==> src/rtl/tree_walk_ctrl_pkg.sv <==
// Shared types and constants for the message-tree walker.
// Dependency table and node-data ROM live here.
package tree_walk_ctrl_pkg;

  localparam int NUM_MSG_HIERARCHY = 2;
  localparam int NUM_MSGS = 2;
  localparam int IDENTIFIER_SIZE = 5;
  localparam int LEN_W = 16;
  localparam int DEPTH_W = $clog2(NUM_MSG_HIERARCHY + 1);
  localparam int IDX_W = $clog2(NUM_MSGS);

  typedef logic [IDENTIFIER_SIZE-1:0] id_t;
  typedef logic [LEN_W-1:0] len_t;
  typedef logic [DEPTH_W-1:0] depth_t;
  typedef logic [IDX_W-1:0] idx_t;

  // Position 0 is the outermost message id.
  typedef id_t [NUM_MSG_HIERARCHY-1:0] dependency_t;
  typedef len_t [NUM_MSG_HIERARCHY-1:0] len_arr_t;
  typedef dependency_t [NUM_MSGS-1:0] dependency_arr_t;

  typedef struct packed {
    logic [7:0] num_fields;
    logic [7:0] base;
  } msg_t;
  typedef msg_t [NUM_MSGS-1:0] msg_arr_t;

  typedef enum logic [1:0] {
    IDLE,
    LOOKUP,
    EMIT,
    ERR
  } state_t;

  // [1] PhoneNumber = {1,4}, [0] Person = {1,0}
  localparam dependency_arr_t DEPENDENCY = {
    5'd4, 5'd1,
    5'd0, 5'd1
  };

  localparam msg_arr_t NODE_DATA = {
    8'd4, 8'd5,
    8'd5, 8'd0
  };

  function automatic logic path_eq(
    input dependency_t a,
    input dependency_t b
  );
    return a == b;
  endfunction

endpackage

==> src/rtl/tree_walk_ctrl_if.sv <==
// Tag-in and node-out handshakes of the tree walker.
// slave = controller side, master = decoder/consumer side.
interface tree_walk_ctrl_if;
  import tree_walk_ctrl_pkg::*;

  logic tag_valid;
  logic tag_ready;
  id_t  tag_id;
  logic tag_nested;
  len_t tag_len;
  logic node_valid;
  logic node_ready;
  logic node_hit;
  idx_t node_idx;

  modport slave (
    input  tag_valid, tag_id, tag_nested, tag_len,
    input  node_ready,
    output tag_ready,
    output node_valid, node_hit, node_idx
  );

  modport master (
    output tag_valid, tag_id, tag_nested, tag_len,
    output node_ready,
    input  tag_ready,
    input  node_valid, node_hit, node_idx
  );

endinterface

==> src/rtl/tree_level_stack.sv <==
// Stack of open messages (id, remaining bytes).
// Byte decrement, multi-level pop, then optional push.
module tree_level_stack
  import tree_walk_ctrl_pkg::*;
(
  input  logic        clk,
  input  logic        rst_n,
  input  logic        clear,
  input  logic        dec,
  input  logic        push,
  input  id_t         push_id,
  input  len_t        push_len,
  output depth_t      depth,
  output dependency_t ids,
  output len_arr_t    rems
);

  depth_t      nd;
  depth_t      depth_n;
  dependency_t ids_n;
  len_arr_t    rems_n;

  // Pops resolve first; a push lands above the surviving levels.
  always_comb begin
    nd = depth;
    for (int i = NUM_MSG_HIERARCHY-1; i >= 0; i--) begin
      if (dec && depth_t'(i) < depth &&
          rems[i] == len_t'(1))
        nd = depth_t'(i);
    end
    ids_n = ids;
    rems_n = rems;
    depth_n = nd;
    for (int i = 0; i < NUM_MSG_HIERARCHY; i++) begin
      if (depth_t'(i) < nd) begin
        if (dec)
          rems_n[i] = rems[i] - len_t'(1);
      end else begin
        ids_n[i] = '0;
        rems_n[i] = '0;
      end
    end
    if (push &&
        nd < depth_t'(NUM_MSG_HIERARCHY)) begin
      for (int i = 0; i < NUM_MSG_HIERARCHY; i++) begin
        if (depth_t'(i) == nd) begin
          ids_n[i] = push_id;
          rems_n[i] = push_len;
        end
      end
      depth_n = nd + depth_t'(1);
    end
    if (clear) begin
      ids_n = '0;
      rems_n = '0;
      depth_n = '0;
    end
  end

  // Stack storage.
  always_ff @(posedge clk or negedge rst_n) begin
    if (!rst_n) begin
      depth <= '0;
      ids <= '0;
      rems <= '0;
    end else begin
      depth <= depth_n;
      ids <= ids_n;
      rems <= rems_n;
    end
  end

endmodule

==> src/rtl/tree_walk_ctrl.sv <==
// Tag sequencer: path match against the dependency
// table, node emit, nested-level bookkeeping.
module tree_walk_ctrl
  import tree_walk_ctrl_pkg::*;
(
  input  logic     clk,
  input  logic     rst_n,
  tree_walk_ctrl_if.slave bus,
  input  logic     byte_valid,
  input  logic     err_clr,
  output depth_t   depth,
  output logic     err
);

  state_t      state, state_n;
  id_t         cap_id;
  logic        cap_nested;
  len_t        cap_len;
  logic        hit_q;
  idx_t        idx_q;
  logic        push;
  logic        err_c;
  logic        hit_c;
  idx_t        idx_c;
  len_t        parent;
  dependency_t path;
  dependency_t ids;
  len_arr_t    rems;

  tree_level_stack u_stack (
    .clk      (clk),
    .rst_n    (rst_n),
    .clear    (err_clr),
    .dec      (byte_valid && state != ERR),
    .push     (push),
    .push_id  (cap_id),
    .push_len (cap_len),
    .depth    (depth),
    .ids      (ids),
    .rems     (rems)
  );

  // Tag legality against the innermost open level.
  always_comb begin
    parent = '0;
    for (int i = 0; i < NUM_MSG_HIERARCHY; i++)
      if (depth == depth_t'(i + 1))
        parent = rems[i];
    err_c = (bus.tag_id == '0) ||
      (bus.tag_nested &&
       depth == depth_t'(NUM_MSG_HIERARCHY)) ||
      (bus.tag_nested && depth != '0 &&
       bus.tag_len > parent);
  end

  // Candidate path and lowest-index table match.
  always_comb begin
    path = '0;
    for (int i = 0; i < NUM_MSG_HIERARCHY; i++) begin
      if (depth_t'(i) < depth)
        path[i] = ids[i];
      else if (depth_t'(i) == depth)
        path[i] = cap_id;
    end
    hit_c = 1'b0;
    idx_c = '0;
    for (int j = NUM_MSGS-1; j >= 0; j--) begin
      if (path_eq(DEPENDENCY[j], path)) begin
        hit_c = 1'b1;
        idx_c = idx_t'(j);
      end
    end
  end

  // Next state and push strobe.
  always_comb begin
    state_n = state;
    push = 1'b0;
    if (err_clr) begin
      state_n = IDLE;
    end else begin
      unique case (state)
        IDLE:
          if (bus.tag_valid)
            state_n = err_c ? ERR : LOOKUP;
        LOOKUP:
          state_n = EMIT;
        EMIT:
          if (bus.node_ready) begin
            state_n = IDLE;
            push = cap_nested && cap_len != '0;
          end
        ERR:
          state_n = ERR;
        default:
          state_n = IDLE;
      endcase
    end
  end

  // State register.
  always_ff @(posedge clk or negedge rst_n) begin
    if (!rst_n)
      state <= IDLE;
    else
      state <= state_n;
  end

  // Captured tag and registered match result.
  always_ff @(posedge clk or negedge rst_n) begin
    if (!rst_n) begin
      cap_id <= '0;
      cap_nested <= 1'b0;
      cap_len <= '0;
      hit_q <= 1'b0;
      idx_q <= '0;
    end else begin
      if (state == IDLE && bus.tag_valid &&
          !err_clr) begin
        cap_id <= bus.tag_id;
        cap_nested <= bus.tag_nested;
        cap_len <= bus.tag_len;
      end
      if (state == LOOKUP) begin
        hit_q <= hit_c;
        idx_q <= idx_c;
      end
    end
  end

  assign bus.tag_ready = (state == IDLE);
  assign bus.node_valid = (state == EMIT);
  assign bus.node_hit = hit_q;
  assign bus.node_idx = idx_q;
  assign err = (state == ERR);

endmodule

==> src/flat_wrapper.sv <==
// flat-port wrapper written by rule: the top's interface ports become plain ports
module tree_walk_ctrl_flat import tree_walk_ctrl_pkg::*;
  (clk, rst_n, byte_valid, err_clr, depth, err, bus_tag_valid, bus_tag_id, bus_tag_nested, bus_tag_len, bus_node_ready, bus_tag_ready, bus_node_valid, bus_node_hit, bus_node_idx);
  tree_walk_ctrl_if bus_i ();
  input  logic clk;
  input  logic rst_n;
  input  logic byte_valid;
  input  logic err_clr;
  output depth_t depth;
  output logic err;
  input wire logic [$bits(bus_i.tag_valid)-1:0] bus_tag_valid;
  input wire logic [$bits(bus_i.tag_id)-1:0] bus_tag_id;
  input wire logic [$bits(bus_i.tag_nested)-1:0] bus_tag_nested;
  input wire logic [$bits(bus_i.tag_len)-1:0] bus_tag_len;
  input wire logic [$bits(bus_i.node_ready)-1:0] bus_node_ready;
  output wire logic [$bits(bus_i.tag_ready)-1:0] bus_tag_ready;
  output wire logic [$bits(bus_i.node_valid)-1:0] bus_node_valid;
  output wire logic [$bits(bus_i.node_hit)-1:0] bus_node_hit;
  output wire logic [$bits(bus_i.node_idx)-1:0] bus_node_idx;
  assign bus_i.tag_valid = bus_tag_valid;
  assign bus_i.tag_id = bus_tag_id;
  assign bus_i.tag_nested = bus_tag_nested;
  assign bus_i.tag_len = bus_tag_len;
  assign bus_i.node_ready = bus_node_ready;
  assign bus_tag_ready = bus_i.tag_ready;
  assign bus_node_valid = bus_i.node_valid;
  assign bus_node_hit = bus_i.node_hit;
  assign bus_node_idx = bus_i.node_idx;
  tree_walk_ctrl u_core (.clk(clk), .rst_n(rst_n), .bus(bus_i), .byte_valid(byte_valid), .err_clr(err_clr), .depth(depth), .err(err));
endmodule
==> config.mk <==
export PLATFORM = sky130hd
export DESIGN_NAME = tree_walk_ctrl_flat
export DESIGN_NICKNAME = d
export VERILOG_FILES = /design/src/rtl/tree_walk_ctrl_pkg.sv /design/src/rtl/tree_walk_ctrl_if.sv /design/src/rtl/tree_level_stack.sv /design/src/rtl/tree_walk_ctrl.sv /design/src/flat_wrapper.sv
export SDC_FILE = /design/constraint.sdc
export NUM_CORES = 1
export LEC_CHECK = 0
export ABC_AREA = 1
export CORE_UTILIZATION = 35
export CTS_CLUSTER_SIZE = 16
export DETAILED_ROUTE_END_ITERATION = 10
export SLEW_MARGIN = 20
export SYNTH_ARGS = -nofsm -noshare
export SYNTH_HDL_FRONTEND = slang
export SYNTH_SLANG_ARGS = --single-unit
==> constraint.sdc <==
create_clock -name clk -period 4.8 [get_ports clk]
set_input_delay 0.48 -clock clk [delete_from_list [all_inputs] [get_ports clk]]
set_output_delay 0.48 -clock clk [all_outputs]
set_load 0.01 [all_outputs]
### Word level (Yosys, flattened, before mapping)

Index checks and enable logic that the tools add are counted.

* order comparisons: 6
* shift-type cells: 0
* multiplexer cells: 35
* reduce and logical (&&, ||, !) cells: 22
* add/subtract/negate cells: 3
* bitwise logic cells: 0
* div/mod/pow operators: 0
* equality and inequality tests: 14
* multipliers: 0

Operators by type and width (count)
* $mux 16: 8
* $mux 32: 2
* $mux 5: 8
* $eq 16x1->1 const B: 2
* $sub 16x1->16 const B: 2
* $mux 10: 2
* $gt 16x16->1: 1
* $mux 2: 8
* $reduce_bool 16->1: 1
* $logic_and 1x1->1: 12
* $eq 1x10->1 const A: 1
* $eq 8x10->1 const A: 1
* $lt 1x2->1 const A: 4
* $pmux 2 s4: 1
* $eq 2x2->1 const B: 3
* $logic_not 2->1: 3
* $mux 1: 6
* $ne 3x3->1 const B: 2
* $logic_not 5->1: 1
* $eq 1x2->1 const A: 2
* $eq 2x1->1 const B: 2
* $add 2x1->2 const B: 1
* $logic_or 1x1->1: 2
* $lt 2x2->1 const B: 1
* other kinds (4): 4

* memories: 0
* latch bits: 0
* output and inout bits: 7
* flip-flop bits (word level): 70
* memory bits (writable): 0
* word-level logic and storage cells: 91
* bits in read-only memories: 0
* input bits: 28

### Longest topological paths before layout

Gate-level depths: netlist (run 1).

* depth in word-level cells: 11
* mapped depth: 18
* gate-level depth less buffers: 17

### By module

Synthesis (run 1) repeated with hierarchy kept, for this count alone.

* cells, all modules: 642
* area, all modules: 4839.6 µm²

Modules (own cells, without submodules)
* tree_level_stack: cells each 397, seq. area each 1101.1 µm², instances 1, area an instance 2872.8 µm²
* tree_walk_ctrl: cells each 245, seq. area each 650.6 µm², instances 1, area an instance 1966.9 µm²

### Worst setup path after synthesis (run 1)

OpenSTA, ideal clock, no wires.

* path type: register -> register
* from: register u_core.state[1]
* to: register u_core.u_stack.rems[1] (netlist name)
* library setup time: 78 ps
* data required time: 4722 ps
* cell stages (with the launch flop): 13
* slack: 2576 ps
* clock period less this slack: 2224 ps
* path buffers: 2
* data arrival time: 2146 ps
* path through: dfrtp_1 > ha_1 > inv_2 > nand2_2 > nor2_1 > nand3_2 > nand3_4 > buf_8 > ha_1 > inv_1 > clkbuf_1 > o211ai_1 > a21oi_1

RTL lines
* from (decl): RTL line tree_walk_ctrl.sv:15 `state_t state, state_n;`
* from (signal assigned): RTL line tree_walk_ctrl.sv:106 `state <= state_n;`
* to (signal assigned): RTL line tree_level_stack.sv:69 `rems <= rems_n;`
* to (decl): RTL line tree_level_stack.sv:15 `output len_arr_t rems`

==> insert_results.sql, run 1 <==
INSERT INTO impl_metrics (metric_group, metric, value, unit) VALUES
('logic_synthesis', 'yosys.cell_types.count', '34', ''),
('timing', 'peak_freq', '314', 'MHz'),
('grt', 'grt_pass1_wl', '23200', 'microns'),
('worst_setup_path', 'critPathLaunchType', 'flip-flop', ''),
('logic_synthesis', 'avgSynthCellArea', '7.45', 'sq um'),
('layout', 'syn2layout_area_growth', '15.1', '%'),
('cts', 'cts_made_buffers', '9', ''),
('layout', 'nFillCells', '1403', ''),
('worst_setup_path', 'worstReg2RegEnd', 'u_core.u_stack.rems[1]', ''),
('grt', 'grt_util_all_layers', '21.4', '%'),
('layout', 'layout.nets', '711', ''),
('worst_setup_path', 'cp_max_fo', '46', ''),
('floorplanning', 'initial_core_util', '35.8', '%'),
('layout', 'multi_input_area', '2500', 'sq um'),
('timing', 'clock_skew', '9.23', 'ps'),
('cts', 'cts-root-buf', 'sky130_fd_sc_hd__clkbuf_16', ''),
('grt', 'grt_max_degree', '47', ''),
('worst_setup_path', 'cp_data_required_time', '5060', 'ps'),
('cts', 'post_cts_repair_setup_buffers', '0', ''),
('worst_setup_path', 'r2r_slack', '1610', 'ps'),
('cts', 'clock_latency', '340', 'ps'),
('grt', 'first_global_vias', '4347', ''),
('job', 'max-cap-violations', '0', ''),
('power_and_ir_drop', 'vdd_drop_max', '0.000236', 'V'),
('cts', 'cts_tree', 'yes', ''),
('cts', 'cts_hold_repair.buffers', '0', ''),
('timing', 'timing.slew.headroom', '36.1', '%'),
('timing', 'timing.final.hold_violations', '0', ''),
('run_status', 'status', 'complete, no violations', ''),
('cts', 'post_cts_resize_count', '0', ''),
('routing', 'final_routed_drc_violation_total', '0', ''),
('worst_setup_path', 'timing_worst_setup_path_type', 'flip-flop to flip-flop', ''),
('logic_synthesis', 'synth.yosys.seq_area_share', '37.1', '%'),
('logic_synthesis', 'synth-seq-cells', '70', ''),
('cts', 'cts_max_path_buffers', '2', ''),
('floorplanning', 'die_height', '118', 'microns'),
('logic_synthesis', 'mappedNetlistNets', '688', ''),
('placement', 'gp_routability_congestion', '0.921', ''),
('timing', 'tightest_slew', '957', 'ps'),
('timing', 'final-setup-viol-count', '0', ''),
('routing', 'postRouteWirelength', '14100', 'microns'),
('cts', 'cts_sinks', '70', ''),
('routing', 'dr.first_iter.drc_count', '373', ''),
('worst_hold_path', 'hold_path_class', 'input port to async pin', ''),
('worst_setup_path', 'data_arrival_time_of_the_critical_path', '3450', 'ps'),
('cts', 'cts.htree.levels', '3', ''),
('logic_synthesis', 'synth.largest_area_cell', 'sky130_fd_sc_hd__dfrtp_1', ''),
('layout', 'drive_above_1_share', '8.91', '%'),
('logic_synthesis', 'ranking_of_synthesized_cells_by_area', 'sky130_fd_sc_hd__dfrtp_1, sky130_fd_sc_hd__nand2_1, sky130_fd_sc_hd__ha_1', ''),
('timing', 'min_period_over_period', '66.4', '%'),
('routing', 'route.vias.total', '4542', ''),
('timing', 'final.setup.tns', '0', 'ps'),
('logic_synthesis', 'postSynthCellCount', '634', ''),
('logic_synthesis', 'yosys_warnings', '0', ''),
('layout', 'antennaDiodeCount', '0', ''),
('routing', 'antenna_left', '0', ''),
('floorplanning', 'die_width', '118', 'microns'),
('cts', 'clk_pin_slew', '60', 'ps'),
('worst_setup_path', 'r2r_cell_count', '11', ''),
('floorplanning', 'ioPinCount', '35', ''),
('placement', 'post-dp-hpwl', '10300', 'microns'),
('power_and_ir_drop', 'powerDensity', '361', 'nW/um^2'),
('routing', 'wl_per_cell', '16.8', 'microns'),
('placement', 'port-buffer-count', '34', ''),
('layout', 'storage_cell_area', '1750', 'sq um'),
('worst_setup_path', 'setup.worst_path.end_class', 'flip-flop', ''),
('floorplanning', 'die-area', '14000', 'sq um'),
('routing', 'drt_pass1_iterations', '5', ''),
('grt', 'grt_overflow', '0', ''),
('timing', 'holdWs', '125', 'ps'),
('worst_setup_path', 'timing.rr.start', 'u_core.state[1]', ''),
('timing', 'fin_crit', '3190', 'ps'),
('logic_synthesis', 'synth_top_area_share', '37.1', '%'),
('grt', 'grt_antenna_before_repair', '0', ''),
('timing', 'slew_viol_final', '0', ''),
('floorplanning', 'num_rows', '42', ''),
('power_and_ir_drop', 'leakagePower', '0.00239', 'uW'),
('routing', 'avg_vias_per_cell', '5.42', ''),
('logic_synthesis', 'synthesized_cell_area', '4730', 'sq um'),
('floorplanning', 'fp.coreArea', '13200', 'sq um'),
('timing', 'unrepaired_setup_endpoints_after_global_routing', 'false', '');
[synth_stat cells (all sizes together)]
cell type,n
nor4,1
o22ai,15
nand3,48
nand2,138
a211oi,1
nor3,5
a311oi,1
a31oi,1
buf,15
o21ai,21
xor2,6
inv,81
nor2,69
clkbuf,12
a22o,1
ha,26
o211ai,1
dfrtp,70
nand4,48
mux2,15
a21oi,58
a21o,1
[where the power goes]
| part | internal [uW] | total, uW | switching (uW) |
|---|---|---|---|
| Clock | 365 | 639 | 274 |
| Sequential | 700 | 842 | 143 |
| Combinational | 210 | 482 | 272 |
[flip-flops by register name, summed over array words and instances, names as in the netlist]
signal	count
u_core.u_stack.rems	32
u_core.cap_len	16
u_core.u_stack.ids	10
u_core.cap_id	5
u_core.state	2
u_core.u_stack.depth	2
u_core.bus.node_hit	1
u_core.bus.node_idx	1
u_core.cap_nested	1
[worst max-delay path, cell delays in order, from the launching register on]
cell and delay, ps:
sky130_fd_sc_hd__dfrtp_1 400, sky130_fd_sc_hd__ha_1 330, sky130_fd_sc_hd__inv_2 130, sky130_fd_sc_hd__nand2_2 160
sky130_fd_sc_hd__nor2_1 80, sky130_fd_sc_hd__nand3_2 110, sky130_fd_sc_hd__nand3_4 390, sky130_fd_sc_hd__ha_1 370
sky130_fd_sc_hd__buf_4 210, sky130_fd_sc_hd__inv_1 550, sky130_fd_sc_hd__o211ai_1 180, sky130_fd_sc_hd__a21oi_1 190
[kinds of logic (layout without fill, tap and decap cells)]
group / count (synthesis) / after routing / share of synthesized area [%]
and+or+nand+nor: 309 / 309 / 29.9
DFF: 70 / 70 / 37.1
adders and majority gates: 26 / 26 / 6.88
muxes: 15 / 15 / 3.57
AOI/OAI and AO/OA: 100 / 100 / 11.4
xor gates and xnor gates: 6 / 6 / 1.11
buffers and inverters: 108 / 136 / 10.0
[routing by layer]
layer / share of wire (%) / GRT usage (%) / vias to the layer above
li1: - / - / 2173
met1: 46 / 29.8 / 2159
met2: 45 / 33.9 / 183
met3: 6.5 / 3.19 / 27
met4: 2.0 / 7.45 / 0
met5: 0 / 0 / -
[per-stage QoR]
step                      total power, uW  instance area [sq um]  instances  utilization, %  setup WS, ps
after floorplan                      1130                   4730        634               -          2580
after global placement               1310                   5150        822            39.0          1470
after detailed placement             1330                   5150        822            39.0          1410
after CTS                            1970                   5430        838            41.2          1650
after global routing                 2080                   5440        838            41.2          1320
final                                1960                   5440        838            41.2          1610
[placed cells by master, fill, tap and decap left out, types with 2 or more instances in the layout]
cell,netlist,routed
sky130_fd_sc_hd__inv_2,6,6
sky130_fd_sc_hd__clkdlybuf4s50_1,0,33
sky130_fd_sc_hd__mux2_2,15,15
sky130_fd_sc_hd__nor3_1,4,4
sky130_fd_sc_hd__inv_1,75,75
sky130_fd_sc_hd__nand3_4,2,2
sky130_fd_sc_hd__nand3_1,45,44
sky130_fd_sc_hd__nor2_2,7,7
sky130_fd_sc_hd__a21oi_1,57,57
sky130_fd_sc_hd__ha_1,26,26
sky130_fd_sc_hd__nand2_2,2,2
sky130_fd_sc_hd__buf_4,1,6
sky130_fd_sc_hd__dfrtp_1,70,70
sky130_fd_sc_hd__nand3_2,1,2
sky130_fd_sc_hd__clkbuf_16,0,9
sky130_fd_sc_hd__nand2_1,136,136
sky130_fd_sc_hd__o21ai_0,20,20
sky130_fd_sc_hd__xor2_1,6,6
sky130_fd_sc_hd__clkinvlp_4,0,3
sky130_fd_sc_hd__nand4_1,48,48
sky130_fd_sc_hd__nor2_1,61,61
sky130_fd_sc_hd__o22ai_1,15,15
[cell type report]
cell class / count / area share (%)
Clock inverter: 6 / 0.828
Timing Repair Buffer: 39 / 6.90
Multi-Input combinational cell: 456 / 46.0
Tap cell: 176 / 4.05
Inverter: 81 / 5.59
Clock buffer: 10 / 4.39
Sequential cell: 70 / 32.2
[worst max path at each step]
stage,cells after the start,slack [ps],from,to
6_report,11,1610,u_core.state[1],u_core.u_stack.rems[1]
5_1_grt,11,1320,u_core.state[1],u_core.u_stack.rems[1]
4_1_cts,11,1650,u_core.state[1],u_core.u_stack.rems[1]
3_5_place_dp,12,1410,byte_valid,u_core.u_stack.rems[1]
3_3_place_gp,12,1470,byte_valid,u_core.u_stack.rems[1]
2_1_floorplan,12,2580,u_core.state[1],u_core.u_stack.rems[1]
Note: power is estimated with default switching activity, not from simulation.
==> run 2: changes to the inputs <==
clock period = 3.2 ns   (was 4.8 ns; I/O delays follow)
==> insert_results.sql, run 2 (synthesis results as in run 1) <==
INSERT INTO impl_metrics (metric_group, metric, value, unit) VALUES
('placement', 'placement_stage_cell_area', '5200', 'sq um'),
('layout', 'finalInstanceArea', '5550', 'sq um'),
('layout', 'nFillCells', '1351', ''),
('cts', 'cts_max_path_buffers', '2', ''),
('layout', 'storage_cell_area', '1750', 'sq um'),
('routing', 'final_routed_drc_violation_total', '0', ''),
('placement', 'post-dp-hpwl', '10500', 'microns'),
('routing', 'drt_pass1_iterations', '5', ''),
('routing', 'dr.first_iter.drc_count', '319', ''),
('cts', 'cts-root-buf', 'sky130_fd_sc_hd__clkbuf_16', ''),
('worst_setup_path', 'cp_max_fo', '15', ''),
('timing', 'final-setup-viol-count', '0', ''),
('floorplanning', 'die_width', '118', 'microns'),
('run_status', 'status', 'finished, violations left', ''),
('worst_setup_path', 'cp_data_required_time', '3430', 'ps'),
('worst_setup_path', 'critPathLaunchType', 'flip-flop', ''),
('timing', 'clock_skew', '10.2', 'ps'),
('floorplanning', 'ioPinCount', '35', ''),
('worst_setup_path', 'r2r_cell_count', '14', ''),
('grt', 'grt_antenna_before_repair', '0', ''),
('layout', 'postLayoutCoreUtil', '42.1', '%'),
('worst_setup_path', 'timing_worst_setup_path_type', 'flip-flop to flip-flop', ''),
('layout', 'drive_above_1_share', '9.58', '%'),
('floorplanning', 'die_height', '118', 'microns'),
('timing', 'unrepaired_setup_endpoints_after_global_routing', 'false', ''),
('timing', 'min_period_over_period', '85.1', '%'),
('layout', 'syn2layout_area_growth', '17.4', '%'),
('timing', 'peak_freq', '367', 'MHz'),
('placement', 'port-buffer-count', '34', ''),
('placement', 'gp_routability_congestion', '0.927', ''),
('power_and_ir_drop', 'report.power.total', '3180', 'uW'),
('cts', 'clock_latency', '340', 'ps'),
('cts', 'cts_made_buffers', '9', ''),
('timing', 'timing.final.hold_violations', '6', ''),
('layout', 'most-common-layout-cells', 'sky130_fd_sc_hd__nand2_1, sky130_fd_sc_hd__inv_1, sky130_fd_sc_hd__dfrtp_1, sky130_fd_sc_hd__nor2_1, sky130_fd_sc_hd__a21oi_1', ''),
('cts', 'clk_pin_slew', '60', 'ps'),
('grt', 'grt_util_all_layers', '21.5', '%'),
('power_and_ir_drop', 'vdd_drop_max', '0.000372', 'V'),
('worst_hold_path', 'hold_path_class', 'input port to async pin', ''),
('floorplanning', 'fp.coreArea', '13200', 'sq um'),
('timing', 'timing.slew.headroom', '57.9', '%'),
('routing', 'route.vias.total', '4504', ''),
('run_status', 'failed_checks', 'negative hold slack', ''),
('grt', 'grt_max_degree', '48', ''),
('timing', 'final.setup.tns', '0', 'ps'),
('layout', 'largest_register_ff_count', '32', ''),
('power_and_ir_drop', 'powerDensity', '573', 'nW/um^2'),
('cts', 'cts_sinks', '70', ''),
('layout', 'largest_register', 'u_core.u_stack.rems', ''),
('job', 'max-cap-violations', '0', ''),
('layout', 'antennaDiodeCount', '0', ''),
('cts', 'cts_tree', 'yes', ''),
('grt', 'first_global_vias', '4367', ''),
('grt', 'grt_pass1_wl', '23200', 'microns'),
('routing', 'postRouteWirelength', '14100', 'microns'),
('timing', 'holdWs', '-6.26', 'ps'),
('layout', 'layout.nets', '717', ''),
('cts', 'cts.htree.levels', '3', ''),
('layout', 'final_common_cell', 'sky130_fd_sc_hd__nand2_1', ''),
('routing', 'wl_per_cell', '16.8', 'microns'),
('floorplanning', 'die-area', '14000', 'sq um'),
('timing', 'tightest_slew', '631', 'ps'),
('floorplanning', 'initial_core_util', '35.8', '%'),
('routing', 'antenna_left', '0', ''),
('timing', 'slew_viol_final', '0', ''),
('worst_setup_path', 'data_arrival_time_of_the_critical_path', '2950', 'ps'),
('layout', 'layout_top_registers', 'u_core.u_stack.rems x32, u_core.cap_len x16, u_core.u_stack.ids x10', ''),
('cts', 'cts_hold_repair.buffers', '0', ''),
('layout', 'multi_input_area', '2500', 'sq um'),
('timing', 'fin_crit', '2720', 'ps'),
('cts', 'post_cts_resize_count', '0', ''),
('floorplanning', 'num_rows', '42', ''),
('power_and_ir_drop', 'leakagePower', '0.00246', 'uW'),
('cts', 'post_cts_repair_setup_buffers', '0', ''),
('routing', 'avg_vias_per_cell', '5.34', ''),
('grt', 'grt_overflow', '0', ''),
('worst_setup_path', 'setup.worst_path.end_class', 'flip-flop', '');
run 2: changes by cell type in the layout (fill, tap and decap cells not counted), moves of 2 or more:
| cell | previous run | this run |
|---|---|---|
| sky130_fd_sc_hd__buf_4 | 6 | 12 |
| sky130_fd_sc_hd__clkbuf_8 | 1 | 5 |
| sky130_fd_sc_hd__clkinvlp_4 | 3 | 0 |
| sky130_fd_sc_hd__bufinv_16 | 0 | 2 |
run 2: power by group:
group          leakage (uW)  total (uW)  internal (uW)  switching (uW)
logic               0.00136         730            318             412
registers          0.000928        1280           1050             235
clock network      0.000175        1170            789             377
run 2: layout make-up:
type,instances,share of cell area [%]
Multi-Input combinational cell,456,45.0
Sequential cell,70,31.6
Timing Repair Buffer,45,7.57
Inverter,81,5.48
Clock buffer,14,5.30
Tap cell,176,3.97
Clock inverter,2,1.08
run 2: worst paths after layout:
kind / start / to / slack [ps]
max: u_core.u_stack.depth[1] / u_core.state[1] / 480
max in group asynchronous: rst_n / u_core.u_stack.depth[1] / 2550
max reg2reg: u_core.u_stack.depth[1] / u_core.state[1] / 480
min: rst_n / u_core.u_stack.rems[3] / -6
min in group clk: u_core.cap_nested / u_core.cap_nested / 490
min reg2reg: u_core.cap_nested / u_core.cap_nested / 490
run 2: per-stage QoR:
stage,setup WS (ps),hold slack (ps),instances
2_1_floorplan,976,24.4,634
3_5_place_dp,546,392,828
3_3_place_gp,646,470,828
4_1_cts,534,18.2,844
5_1_grt,282,50.0,844
6_report,478,-6.26,844
run 2: routing by layer:
metal,vias to the layer above,track usage (%),share of wire (%)
met5,-,0,0
met4,0,10.1,2.7
met3,22,3.33,5.8
met2,147,33.1,46
met1,2158,29.5,46
li1,2177,-,-
run 2: critical path, cell delays in order, from the launching register on:
cell	delay, ps
sky130_fd_sc_hd__dfrtp_1	490
sky130_fd_sc_hd__inv_2	170
sky130_fd_sc_hd__nand2_1	360
sky130_fd_sc_hd__o22ai_1	390
sky130_fd_sc_hd__inv_1	90
sky130_fd_sc_hd__ha_1	300
sky130_fd_sc_hd__nand2_1	70
sky130_fd_sc_hd__nor2_1	160
sky130_fd_sc_hd__nand4_1	160
sky130_fd_sc_hd__nor2_1	140
sky130_fd_sc_hd__nor2_1	50
sky130_fd_sc_hd__nand2_1	70
sky130_fd_sc_hd__nand2_1	50
sky130_fd_sc_hd__nand2_1	50
sky130_fd_sc_hd__nand2_1	50
==> run 3: changes to the inputs <==
clock period = 2.4 ns   (was 3.2 ns; I/O delays follow)
==> insert_results.sql, run 3 (synthesis results as in run 1) <==
INSERT INTO impl_metrics (metric_group, metric, value, unit) VALUES
('floorplanning', 'die-area', '14000', 'sq um'),
('routing', 'postRouteWirelength', '14400', 'microns'),
('worst_setup_path', 'r2r_slack', '120', 'ps'),
('timing', 'final.setup.tns', '0', 'ps'),
('timing', 'clock_skew', '6.04', 'ps'),
('grt', 'grt_overflow', '0', ''),
('floorplanning', 'ioPinCount', '35', ''),
('cts', 'clk_pin_slew', '60', 'ps'),
('worst_setup_path', 'timing_worst_setup_path_type', 'flip-flop to flip-flop', ''),
('timing', 'timing.final.hold_violations', '0', ''),
('worst_setup_path', 'setup.worst_path.end_class', 'flip-flop', ''),
('floorplanning', 'num_rows', '42', ''),
('cts', 'cts_tree', 'yes', ''),
('timing', 'tightest_slew', '660', 'ps'),
('layout', 'antennaDiodeCount', '0', ''),
('layout', 'layout_top_registers', 'u_core.u_stack.rems x32, u_core.cap_len x16, u_core.u_stack.ids x10', ''),
('cts', 'cts_max_path_buffers', '2', ''),
('floorplanning', 'die_width', '118', 'microns'),
('timing', 'timing.slew.headroom', '56.0', '%'),
('layout', 'drive_above_1_share', '11.6', '%'),
('grt', 'first_global_vias', '4529', ''),
('placement', 'placed_cells', '842', ''),
('layout', 'most-common-layout-cells', 'sky130_fd_sc_hd__nand2_1, sky130_fd_sc_hd__inv_1, sky130_fd_sc_hd__dfrtp_1, sky130_fd_sc_hd__nor2_1, sky130_fd_sc_hd__a21oi_1', ''),
('cts', 'clock_latency', '340', 'ps'),
('floorplanning', 'initial_core_util', '35.8', '%'),
('routing', 'final_routed_drc_violation_total', '0', ''),
('power_and_ir_drop', 'leakagePower', '0.00252', 'uW'),
('grt', 'grt_pass1_wl', '23600', 'microns'),
('timing', 'fin_crit', '2280', 'ps'),
('routing', 'avg_vias_per_cell', '5.32', ''),
('worst_setup_path', 'cp_max_fo', '13', ''),
('routing', 'route.vias.total', '4572', ''),
('routing', 'wl_per_cell', '16.8', 'microns'),
('power_and_ir_drop', 'vdd_drop_max', '0.000400', 'V'),
('job', 'max-cap-violations', '0', ''),
('power_and_ir_drop', 'powerDensity', '727', 'nW/um^2'),
('worst_setup_path', 'data_arrival_time_of_the_critical_path', '2540', 'ps'),
('layout', 'largest_register', 'u_core.u_stack.rems', ''),
('cts', 'cts_hold_repair.buffers', '0', ''),
('timing', 'min_period_over_period', '95.0', '%'),
('cts', 'cts.htree.levels', '3', ''),
('layout', 'syn2layout_area_growth', '20.0', '%'),
('cts', 'cts_sinks', '70', ''),
('placement', 'port-buffer-count', '34', ''),
('grt', 'grt_antenna_before_repair', '0', ''),
('layout', 'final_common_cell', 'sky130_fd_sc_hd__nand2_1', ''),
('timing', 'peak_freq', '439', 'MHz'),
('cts', 'cts-root-buf', 'sky130_fd_sc_hd__clkbuf_16', ''),
('worst_setup_path', 'worstReg2RegEnd', 'u_core.u_stack.rems[9]', ''),
('layout', 'layout.nets', '732', ''),
('worst_setup_path', 'critPathLaunchType', 'flip-flop', ''),
('run_status', 'status', 'complete, no violations', ''),
('floorplanning', 'fp.coreArea', '13200', 'sq um'),
('cts', 'cts_made_buffers', '9', ''),
('timing', 'final-setup-viol-count', '0', ''),
('worst_setup_path', 'r2r_cell_count', '11', ''),
('timing', 'slew_viol_final', '0', ''),
('placement', 'post-dp-hpwl', '10700', 'microns'),
('floorplanning', 'die_height', '118', 'microns'),
('worst_setup_path', 'cp_data_required_time', '2660', 'ps'),
('worst_hold_path', 'hold_path_class', 'input port to async pin', ''),
('layout', 'fin_cells', '859', ''),
('worst_setup_path', 'timing.rr.start', 'u_core.u_stack.rems[17]', ''),
('placement', 'gp_routability_congestion', '0.869', ''),
('routing', 'dr.first_iter.drc_count', '457', ''),
('timing', 'unrepaired_setup_endpoints_after_global_routing', 'false', ''),
('routing', 'antenna_left', '0', ''),
('grt', 'grt_max_degree', '49', ''),
('routing', 'drt_pass1_iterations', '6', ''),
('layout', 'largest_register_ff_count', '32', ''),
('layout', 'nFillCells', '1344', ''),
('grt', 'grt_util_all_layers', '21.8', '%');
[run 3: timing repair]
item | CTS | global route
setup buffers | 0 | 1
gates resized for setup | 0 | 3
endpoints found under the setup margin | 0 | 28
[run 3: per-layer routing]
layer,global-route usage (%),up-vias,part of all wire (%),routed length (microns)
li1,-,2205,-,-
met1,29.8,2164,45,6440
met2,34.4,173,46,6570
met3,3.52,30,7.0,1020
met4,8.41,0,2.6,376
met5,0,-,0,0
[run 3: final cells by class]
class                   count  area, sq um  area share (%)
clock buffers              12          246            4.35
clock inverters             4         70.1            1.24
inverters                  81          304            5.36
multi-input cells         456         2500            44.2
flip-flops and latches     70         1750            30.9
well taps                 176          220            3.88
repair buffers             60          572            10.1
[run 3: through the flow]
stage / power (uW) / worst slack, ps / area [sq um] / hold slack [ps] / util (%)
5_1_grt: 4340 / 1.22 / 5670 / 84.4 / 43.0
3_5_place_dp: 2670 / 121 / 5340 / 402 / 40.5
4_1_cts: 4120 / 105 / 5650 / 50.7 / 42.9
3_3_place_gp: 2650 / 146 / 5340 / 398 / 40.5
2_1_floorplan: 2260 / 176 / 4730 / -55.6 / -
6_report: 4120 / 120 / 5670 / 18.1 / 43.0
[run 3: how the worst max path moves through the flow]
stage                            start                      end  cells after the start  slack [ps]
6_report       u_core.u_stack.rems[17]   u_core.u_stack.rems[9]                     11         120
5_1_grt        u_core.u_stack.depth[1]          u_core.state[1]                     15           1
4_1_cts                u_core.state[1]  u_core.u_stack.rems[12]                     12         110
3_5_place_dp           u_core.state[0]  u_core.u_stack.rems[13]                     12         120
3_3_place_gp           u_core.state[1]  u_core.u_stack.rems[12]                     12         150
2_1_floorplan          u_core.state[1]   u_core.u_stack.rems[1]                     12         180
[run 3: critical path, stage by stage (launching register included)]
cell,delay [ps]
sky130_fd_sc_hd__dfrtp_1,390
sky130_fd_sc_hd__inv_1,130
sky130_fd_sc_hd__ha_2,230
sky130_fd_sc_hd__nand2_1,110
sky130_fd_sc_hd__nor3_2,200
sky130_fd_sc_hd__nand3_2,140
sky130_fd_sc_hd__buf_4,160
sky130_fd_sc_hd__nand3_4,90
sky130_fd_sc_hd__ha_1,190
sky130_fd_sc_hd__buf_4,220
sky130_fd_sc_hd__nand4_1,170
sky130_fd_sc_hd__a21oi_1,170
[run 3: power breakdown]
group / switching, uW / total [uW] / internal [uW]
combinational: 546 / 983 / 437
clock: 518 / 1450 / 936
sequential: 286 / 1690 / 1400
total: 1350 / 4120 / 2770
